<file path="src/rtl/booth_mult_arbiter.sv">
// booth_mult_arbiter
//   Shares one iterative 32-bit Booth multiplier core between N_REQ requesters.
//   Round-robin grant on the request side and a single held response channel.
//   The core is run through CLEAR -> SETTLE -> RUN for every operation, and the
//   64-bit product is held until the consumer takes it.
//
//   Optional feature macro: BOOTH_ARB_TIMEOUT_EN
//     defined   : RUN-phase watchdog of TIMEOUT_CYC cycles plus a sticky error
//                 flag that is ORed into rsp_err until the next reset.
//     undefined : no watchdog, RUN waits for mul_done forever, rsp_err = 0.
//
//   Handshake rule (request and response channels alike): a transfer happens
//   on a rising clk edge where valid and ready are both 1. req_ready is one-hot
//   and only ever asserted in IDLE. rsp_valid stays high, with rsp_id,
//   rsp_result and rsp_err stable, until that edge.
module booth_mult_arbiter #(
  parameter int N_REQ       = 4,
  parameter int IDW         = 2,
  parameter int TIMEOUT_CYC = 40
) (
  input  logic                 clk,
  input  logic                 reset,
  input  logic [N_REQ-1:0]     req_valid,
  output logic [N_REQ-1:0]     req_ready,
  input  logic [32*N_REQ-1:0]  req_a,
  input  logic [32*N_REQ-1:0]  req_b,
  output logic                 rsp_valid,
  input  logic                 rsp_ready,
  output logic [IDW-1:0]       rsp_id,
  output logic [63:0]          rsp_result,
  output logic                 rsp_err,
  output logic [31:0]          mul_m,
  output logic [31:0]          mul_q,
  output logic                 mul_en,
  output logic                 mul_clr,
  input  logic [63:0]          mul_result,
  input  logic                 mul_done,
  output logic                 busy
);

  localparam int CW = IDW + 1;

  typedef enum logic [2:0] {
    S_IDLE   = 3'd0,
    S_CLEAR  = 3'd1,
    S_SETTLE = 3'd2,
    S_RUN    = 3'd3,
    S_RESP   = 3'd4
  } state_t;

  state_t          state;
  state_t          state_nxt;

  logic [IDW-1:0]  last_grant;
  logic [IDW-1:0]  gnt_idx;
  logic            gnt_found;
  logic [CW-1:0]   cand;
  logic [31:0]     op_a;
  logic [31:0]     op_b;
  logic            run_timeout;

  logic [31:0]     a_arr [N_REQ];
  logic [31:0]     b_arr [N_REQ];

  // Split the flat operand buses into one word per requester.
  for (genvar i = 0; i < N_REQ; i++) begin : g_unpack
    assign a_arr[i] = req_a[32*i +: 32];
    assign b_arr[i] = req_b[32*i +: 32];
  end

  // Round-robin scan starting just after the last granted requester, with wrap.
  always_comb begin
    gnt_found = 1'b0;
    gnt_idx   = '0;
    cand      = '0;
    for (int k = 1; k <= N_REQ; k++) begin
      cand = {1'b0, last_grant} + CW'(k);
      if (cand >= CW'(N_REQ)) cand = cand - CW'(N_REQ);
      if (!gnt_found && req_valid[cand[IDW-1:0]]) begin
        gnt_found = 1'b1;
        gnt_idx   = cand[IDW-1:0];
      end
    end
  end

  // State register.
  always_ff @(posedge clk or negedge reset) begin
    if (!reset) state <= S_IDLE;
    else        state <= state_nxt;
  end

  // Next-state logic; RUN exits only on mul_done (or the watchdog when built in).
  always_comb begin
    state_nxt = state;
    case (state)
      S_IDLE:   if (gnt_found) state_nxt = S_CLEAR;
      S_CLEAR:  state_nxt = S_SETTLE;
      S_SETTLE: state_nxt = S_RUN;
      S_RUN:    if (mul_done || run_timeout) state_nxt = S_RESP;
      S_RESP:   if (rsp_ready) state_nxt = S_IDLE;
      default:  state_nxt = S_IDLE;
    endcase
  end

  // Output decode. The grant is also masked by reset so every output reads 0
  // while reset is held, whatever the requesters are driving.
  always_comb begin
    req_ready = '0;
    rsp_valid = 1'b0;
    mul_en    = 1'b0;
    mul_clr   = 1'b0;
    case (state)
      S_IDLE:   if (gnt_found && reset) req_ready[gnt_idx] = 1'b1;
      S_CLEAR:  begin
        mul_en  = 1'b1;
        mul_clr = 1'b1;
      end
      S_SETTLE: mul_en = 1'b1;
      S_RUN:    mul_en = 1'b1;
      S_RESP:   rsp_valid = 1'b1;
      default:  ;
    endcase
  end

  assign busy  = (state != S_IDLE);
  assign mul_m = op_a;
  assign mul_q = op_b;

  // Operand/ID capture on the request handshake and product capture at the end of RUN.
  always_ff @(posedge clk or negedge reset) begin
    if (!reset) begin
      last_grant <= IDW'(N_REQ - 1);
      op_a       <= '0;
      op_b       <= '0;
      rsp_id     <= '0;
      rsp_result <= '0;
    end else begin
      if (state == S_IDLE && gnt_found) begin
        op_a       <= a_arr[gnt_idx];
        op_b       <= b_arr[gnt_idx];
        rsp_id     <= gnt_idx;
        last_grant <= gnt_idx;
      end
      if (state == S_RUN && mul_done) rsp_result <= mul_result;
      else if (run_timeout)           rsp_result <= '0;
    end
  end

`ifdef BOOTH_ARB_TIMEOUT_EN
  localparam int TW = $clog2(TIMEOUT_CYC + 1);

  logic [TW-1:0] tmo_cnt;
  logic          sticky_err;
  logic          rsp_err_q;

  // Fires in the TIMEOUT_CYC-th RUN cycle when the core still has not finished.
  assign run_timeout = (state == S_RUN) && !mul_done && (tmo_cnt == TW'(TIMEOUT_CYC - 1));
  assign rsp_err     = rsp_err_q;

  // Watchdog counter, sticky error flag and the registered error bit.
  always_ff @(posedge clk or negedge reset) begin
    if (!reset) begin
      tmo_cnt    <= '0;
      sticky_err <= 1'b0;
      rsp_err_q  <= 1'b0;
    end else begin
      if (state == S_SETTLE)   tmo_cnt <= '0;
      else if (state == S_RUN) tmo_cnt <= tmo_cnt + 1'b1;
      if (state == S_RUN && mul_done) begin
        rsp_err_q <= sticky_err;
      end else if (run_timeout) begin
        rsp_err_q  <= 1'b1;
        sticky_err <= 1'b1;
      end
    end
  end
`else
  localparam int unused_timeout_cyc = TIMEOUT_CYC;

  assign run_timeout = 1'b0;
  assign rsp_err     = 1'b0;
`endif

endmodule
</file>
<file path="config.mk">
export PLATFORM = sky130hd
export DESIGN_NAME = booth_mult_arbiter
export DESIGN_NICKNAME = d
export VERILOG_FILES = /design/src/rtl/booth_mult_arbiter.sv
export SDC_FILE = /design/constraint.sdc
export NUM_CORES = 1
export LEC_CHECK = 0
export ABC_AREA = 1
export BUFFER_PORTS_ARGS = -buffer_cell sky130_fd_sc_hd__buf_2
export CORE_AREA = 2 2 183 185
export CTS_CLUSTER_SIZE = 20
export DETAILED_ROUTE_END_ITERATION = 12
export DIE_AREA = 0 0 185 187
export GPL_TIMING_DRIVEN = 0
export PLACE_DENSITY = 0.55
export SLEW_MARGIN = 5
export SYNTH_ARGS = -nofsm -noshare
export SYNTH_HDL_FRONTEND = slang
export SYNTH_SLANG_ARGS = --single-unit
</file>
<file path="constraint.sdc">
create_clock -name clk -period 2.7 [get_ports clk]
set_input_delay 0.135 -clock clk [delete_from_list [all_inputs] [get_ports clk]]
set_output_delay 0.135 -clock clk [all_outputs]
set_load 0.02 [all_outputs]
</file>
==> metrics.csv, run 1 <==
stage;metric;value;unit
status;run status;finished, final reports clean;
run;max-cap violation count;0;
sta;ratio of final minimum period to clock period;95.10;%
sta;minimum clock period;2.568;ns
placement;Placed Area;0.01159;mm2
global_routing;initial antenna violation count;3;
logic_synthesis;Yosys reg bits;135;
sta;skew final;0.009234;ns
finish;final instance area;0.01307;mm2
logic_synthesis;sequential-to-total area share from yosys stat;39.01;%
die;IO Count;467;
power;static leakage;7.972;nW
sta;fmax;389.5;MHz
die;Die Ht;187;um
die;die area;0.03460;mm2
placement;GP Congestion;0.8798;
logic_synthesis;Synth Instances;1268;
worst_setup_path;crit end category;output pin;
finish;final std cells w/o fill;2292;
logic_synthesis;Net Count, Synth;1596;
finish;P&R area growth vs syn;50.80;%
global_routing;total grt overflow;0;
cts;clk slew on worst S/H paths;0.07;ns
die;Starting Density;26.37;%
route;DR vias/cell;4.418;
sta;Slew Limit Headroom;58.26;%
cts;clk root buf;clkbuf_16;
route;vias post-DR;10130;
cts;clk_lat worst skew;0.42;ns
cts;H-tree depth;4;
sta;Setup violations, final;0;
route;DR DRC count;0;
worst_setup_path;critical path arrival;2.43;ns
route;First-pass DRT Iterations;7;
die;Core ar.;0.03286;mm2
power;Total Power;19.21;mW
placement;Placed Cells incl. Taps;2182;
cts;clk sinks;135;
finish;Net count, final;2156;
power;P_sw;10.06;mW
route;Iter 0 DRT Violations;572;
sta;Hold Vio Cnt, Final;0;
worst_setup_path;critical path class;reg2out;
power;internal power;9.151;mW
global_routing;overall routing resource usage;19.85;%
power;Pwr Density;1470;mW/mm2
route;DRT antenna net count;0;
power;Switching Share;52.37;%
sta;Worst-Margin Slew;0.6261;ns
route;Routed WL;34.94;mm
global_routing;largest net degree at the start of global routing;82;
global_routing;global-route wire length before repair;53.16;mm
route;Avg WL per Cell;15.24;um
worst_setup_path;required time of the worst setup path;2.57;ns
hold_path;Hold Path Class;in2reg;
power;Comb pwr share;69.0;%
power;sequential share of power;18.9;%
finish;fraction of layout cells with a size suffix above 1;36.28;%
placement;I/O Buffers;465;
power;clock network fraction of design power;12.1;%
worst_setup_path;CP Max Fanout;8;
cts;Max clock buf depth;2;
sta;Total Negative Setup Slacks;0;ns
logic_synthesis;synth unique cells;26;
logic_synthesis;Yosys warning total;0;
cts;cts bufs inserted;17;
logic_synthesis;Synth Area per Inst;6.835;um2
global_routing;vias in the first global route;9952;
cts;CTS tree;built;
placement;HPWL Detailed;26.55;mm
logic_synthesis;synthesized cell area;0.008667;mm2
die;chip width;185;um
worst_setup_path;Worst Setup Start Kind;flop;
die;Site Rows;67;
sta;Max Slew Vio Count;0;
power;maximum VDD drop;0.6973;mV
[layer usage]
metal | wire length, um | GRT usage (%) | vias up
li1 | - | - | 4951
met1 | 14780 | 24.43 | 4713
met2 | 16910 | 34.27 | 394
met3 | 2178 | 3.855 | 69
met4 | 1066 | 7.204 | 0
met5 | 0 | 0 | -
[per-stage QoR]
| stage | setup slack (ns) | hold WS [ns] | util [%] |
|---|---|---|---|
| after floorplan | 0.3681 | -0.1606 | - |
| final | 0.1323 | 0.01592 | 39.77 |
| after global routing | -0.009727 | 0.04202 | 39.76 |
| after CTS | 0.005714 | 0.01259 | 39.34 |
| after global placement | -0.8010 | 0.3676 | 35.16 |
| after detailed placement | -0.1341 | 0.1427 | 35.27 |
[worst paths after layout]
| path | slack, ns | startpoint | cells after the start | endpoint |
|---|---|---|---|---|
| min in group asynchronous | 0.25 | reset | 2 | rsp_result[14]$_DFFE_PN0P_ |
| max in group asynchronous | 1.64 | reset | 3 | mul_m[17]$_DFFE_PN0P_ |
| max reg2reg | 0.17 | last_grant[1]$_DFFE_PN1P_ | 15 | mul_q[26]$_DFFE_PN0P_ |
| min reg2reg | 0.47 | mul_m[2]$_DFFE_PN0P_ | 2 | mul_m[2]$_DFFE_PN0P_ |
| max | 0.13 | last_grant[0]$_DFFE_PN1P_ | 10 | req_ready[0] |
| min | 0.02 | rsp_ready | 4 | state[2]$_DFFE_PN0P_ |
[cell families after synthesis]
logic type,synth area share (%)
other,0.04327
buffers and inverters,17.25
DFF,39.01
and+or+nand+nor,34.92
AOI/OAI and AO/OA,0.4620
muxes,8.315
[repair_timing]
| item | in CTS | in global routing |
|---|---|---|
| gates resized for setup | 20 | 25 |
| endpoints found under the hold margin | 116 | 0 |
| pin swaps | 4 | 8 |
| hold buffers | 65 | 0 |
| setup endpoints to repair | 24 | 11 |
| setup buffers | 8 | 6 |
[sequential cells by signal, summed over array words and instances (netlist names)]
| name | cells |
|---|---|
| mul_m | 32 |
| last_grant | 2 |
| rsp_result | 64 |
| rsp_id | 2 |
| mul_q | 32 |
| state | 3 |
[layout make-up]
class	instances	area [um2]
Antenna cell	3	7.507
Tap cell	448	560.5
Inverter	274	1036
Multi-Input combinational cell	780	3895
Clock inverter	12	117.6
Buffer	75	479.2
Timing Repair Buffer	545	3147
Sequential cell	135	3381
Fill cell	3534	19790
Clock buffer	20	446.7
[Yosys cell counts, drive strengths merged]
master | count | area share (%)
conb | 1 | 0.043
nand4 | 3 | 0.29
o21ai | 5 | 0.29
o211ai | 1 | 0.087
inv | 273 | 12
mux2 | 64 | 8.3
buf | 67 | 4.9
nor2 | 8 | 0.38
dfstp | 2 | 0.61
clkbuf | 12 | 0.52
dfrtp | 133 | 38
clkinv | 1 | 0.043
a21boi | 1 | 0.087
nor4 | 1 | 0.072
nand3 | 260 | 15
nor3 | 2 | 0.12
nand2 | 432 | 19
nand3b | 2 | 0.17
[worst max-delay path, stage by stage, from the launching register on]
cell and delay (ns):
dfstp_2 0.63, inv_4 0.08, nand2_2 0.08, nand2_2 0.08, o21ai_4 0.15, nand3b_1 0.15
buf_6 0.15, nand2_8 0.08, buf_12 0.16, nor4_2 0.25, buf_4 0.19
[power groups by stage]
stage                     Sequential (mW)  Clock (mW)  Combinational [mW]
after detailed placement             3.62           0                12.6
final                                3.63        2.32                13.3
after CTS                            3.61        2.39                13.0
after global routing                 3.76        2.47                14.6
after floorplan                      4.79           0                7.29
after global placement               3.58           0                12.5
[cell usage in the layout, fill, tap and decap left out, types with 6 or more instances in the layout]
cell	netlist	final
nand2_2	6	14
mux2_2	64	64
clkbuf_1	12	14
buf_6	12	11
dlygate4sd3_1	0	65
clkbuf_16	0	17
buf_2	46	501
dfrtp_1	133	133
inv_1	267	267
nand3_1	260	258
nand2_1	426	415
buf_4	6	19
nor2_1	7	6
(Power assumes the default switching activity.)
==> run 2, diff against run 1 <==
Settings changed: ABC_CLOCK_PERIOD_IN_PS set to 2700, CTS_BUF_LIST set to sky130_fd_sc_hd__clkbuf_16.
==> run 2 against run 1 <==
Setup slack better by 0.00056 ns. Sequential cell count stayed put. Hold slack hardly changed. Clock skew hardly changed. Wire length is 0.10% lower. Non-clock buffer count stayed put. Maximum frequency hardly changed. Critical path type unchanged. Largest cell class unchanged.
==> metrics.csv, run 2 (synthesis results as in run 1) <==
stage;metric;value;unit;change
power;clock network fraction of design power;11.9;%;-0.2 points
global_routing;global-route wire length before repair;53.16;mm;unchanged
sta;Max Slew Vio Count;0;;unchanged
placement;pre-CTS setup slack;-0.1341;ns;unchanged
worst_setup_path;CP Max Fanout;8;;unchanged
global_routing;largest net degree at the start of global routing;82;;unchanged
finish;final instance area;0.01306;mm2;about the same
finish;most common cell after layout, fill and taps aside;buf_2;;
route;Iter 0 DRT Violations;596;;+4.2%
cts;H-tree depth;4;;unchanged
sta;Slew Limit Headroom;58.24;%;about the same
power;Pwr Density;1468;mW/mm2;-0.14%
status;run status;finished, final reports clean;;
worst_setup_path;critical path class;reg2out;;
power;static leakage;7.975;nW;about the same
finish;filler cell count;3535;;+0.028%
global_routing;vias in the first global route;9952;;unchanged
sta;Worst Setup Slack, final;0.1328;ns;+0.0005630 ns
placement;I/O Buffers;465;;unchanged
die;chip width;185;um;unchanged
cts;Max clock buf depth;2;;unchanged
sta;ratio of final minimum period to clock period;95.08;%;about the same
worst_setup_path;Top cell by count, worst path;nand2_2;;
worst_setup_path;critical path arrival;2.43;ns;about the same
route;First-pass DRT Iterations;5;;-2
worst_setup_path;required time of the worst setup path;2.57;ns;about the same
power;Switching Share;52.45;%;+0.083 points
sta;skew final;0.008927;ns;-0.0003070 ns
power;sequential share of power;19.0;%;about the same
finish;Net count, final;2156;;unchanged
die;Die Ht;187;um;unchanged
power;Comb pwr share;69.2;%;+0.2 points
route;DRT antenna net count;0;;unchanged
finish;Most flops, register;rsp_result;;
run;max-cap violation count;0;;unchanged
placement;HPWL Detailed;26.55;mm;unchanged
finish;Largest register FFs;64;;unchanged
cts;clk root buf;clkbuf_16;;
die;Core ar.;0.03286;mm2;unchanged
sta;Worst-Margin Slew;0.6264;ns;+0.0003340 ns
sta;Setup violations, final;0;;unchanged
power;maximum VDD drop;0.6968;mV;about the same
cts;clk slew on worst S/H paths;0.07;ns;about the same
placement;Placed Area;0.01159;mm2;unchanged
sta;Hold Vio Cnt, Final;0;;unchanged
sta;Total Negative Setup Slacks;0;ns;unchanged
route;DR DRC count;0;;unchanged
worst_setup_path;Worst Setup Start Kind;flop;;
die;die area;0.03460;mm2;unchanged
cts;CTS tree;built;;
finish;P&R area growth vs syn;50.69;%;about the same
finish;commonest non-fill, non-tap cells in the layout;501 x buf_2, 415 x nand2_1, 269 x inv_1, 258 x nand3_1, 133 x dfrtp_1;;
route;DR vias/cell;4.406;;-0.28%
cts;clk sinks;135;;unchanged
sta;Post-Route Hold Slack;0.01635;ns;+0.0004252 ns
global_routing;overall routing resource usage;19.85;%;unchanged
cts;cts bufs inserted;17;;unchanged
worst_setup_path;crit end category;output pin;;
worst_setup_path;Critical-path top delay cell;dfstp_2;;
route;Routed WL;34.90;mm;-0.10%
global_routing;total grt overflow;0;;unchanged
die;Site Rows;67;;unchanged
die;IO Count;467;;unchanged
hold_path;Hold Path Class;in2reg;;
die;Starting Density;26.37;%;unchanged
worst_setup_path;Cell Chain, Critical Path;inv_4 -> nand2_2 -> nand2_2 -> o21ai_4 -> nand3b_1 -> buf_6 -> nand2_8 -> buf_12 -> nor4_2 -> buf_4;;
route;Avg WL per Cell;15.23;um;-0.10%
cts;clk_lat worst skew;0.42;ns;about the same
route;vias post-DR;10100;;-0.28%
finish;fraction of layout cells with a size suffix above 1;36.23;%;-0.054 points
power;internal power;9.115;mW;-0.39%
power;P_sw;10.06;mW;about the same
placement;GP Congestion;0.8798;;unchanged
worst_setup_path;crit-path max cell delay;0.63;ns;about the same
power;Total Power;19.17;mW;-0.22%
global_routing;initial antenna violation count;3;;unchanged
sta;minimum clock period;2.567;ns;-0.0005630 ns
sta;fmax;389.5;MHz;about the same
-- run 2: cell count changes in the layout (fill, tap and decap cells not counted) --
cell | previous run | this run
clkinv_1 | 1 | 2
clkbuf_8 | 1 | 0
inv_1 | 267 | 269
clkbuf_1 | 14 | 12
-- run 2: routing by layer --
layer,vias up,routed length [um],share of wire (%),GRT usage [%]
met2,382,16900,48,34.27
li1,4952,-,-,-
met1,4696,14820,42,24.43
met4,0,1068,3.1,7.204
met5,-,0,0,0
met3,69,2110,6.0,3.855
-- run 2: stage by stage --
stage	std cells	utilization, %
after floorplan	1268	-
after global placement	2181	35.16
after detailed placement	2182	35.27
after CTS	2284	39.31
after global routing	2290	39.73
final	2292	39.74
-- run 2: timing repair --
action / in CTS / in global routing
setup buffers: 8 / 6
hold buffers: 65 / 0
resized for setup: 20 / 25
pin swaps: 4 / 8
hold endpoints to repair: 116 / 0
setup endpoints to repair: 24 / 11
-- run 2: final timing paths --
path | endpoint | slack [ns] | depth (start not counted) | start
max in group asynchronous | mul_m[17]$_DFFE_PN0P_ | 1.64 | 3 | reset
min reg2reg | mul_m[2]$_DFFE_PN0P_ | 0.47 | 2 | mul_m[2]$_DFFE_PN0P_
max | req_ready[0] | 0.13 | 10 | last_grant[0]$_DFFE_PN1P_
max reg2reg | mul_q[26]$_DFFE_PN0P_ | 0.17 | 15 | last_grant[1]$_DFFE_PN1P_
min | state[2]$_DFFE_PN0P_ | 0.02 | 4 | rsp_ready
min in group asynchronous | rsp_result[14]$_DFFE_PN0P_ | 0.25 | 2 | reset
-- run 2: critical path: cells and delay by family, from the launching register on --
| family | cells | cell delay, ns |
|---|---|---|
| AND/OR/NAND/NOR | 5 | 0.64 |
| flip-flops | 1 | 0.63 |
| buffers and inverters | 4 | 0.58 |
| AO/OA/AOI/OAI | 1 | 0.15 |
-- run 2: area by class of cell --
type	instances	area, um2	share of cell area (%)
Inverter	274	1036	7.933
Timing Repair Buffer	545	3147	24.09
Clock inverter	15	128.9	0.9868
Sequential cell	135	3381	25.89
Clock buffer	17	425.4	3.257
Buffer	75	479.2	3.669
Antenna cell	3	7.507	0.05748
Tap cell	448	560.5	4.292
Multi-Input combinational cell	780	3895	29.82
-- run 2: power by group through the flow --
| stage | Clock [mW] | Combinational (mW) | Sequential [mW] |
|---|---|---|---|
| floorplan | 0 | 7.29 | 4.79 |
| global placement | 0 | 12.5 | 3.58 |
| detailed placement | 0 | 12.6 | 3.62 |
| CTS | 2.36 | 13.0 | 3.61 |
| global route | 2.44 | 14.6 | 3.76 |
| finish | 2.28 | 13.3 | 3.63 |
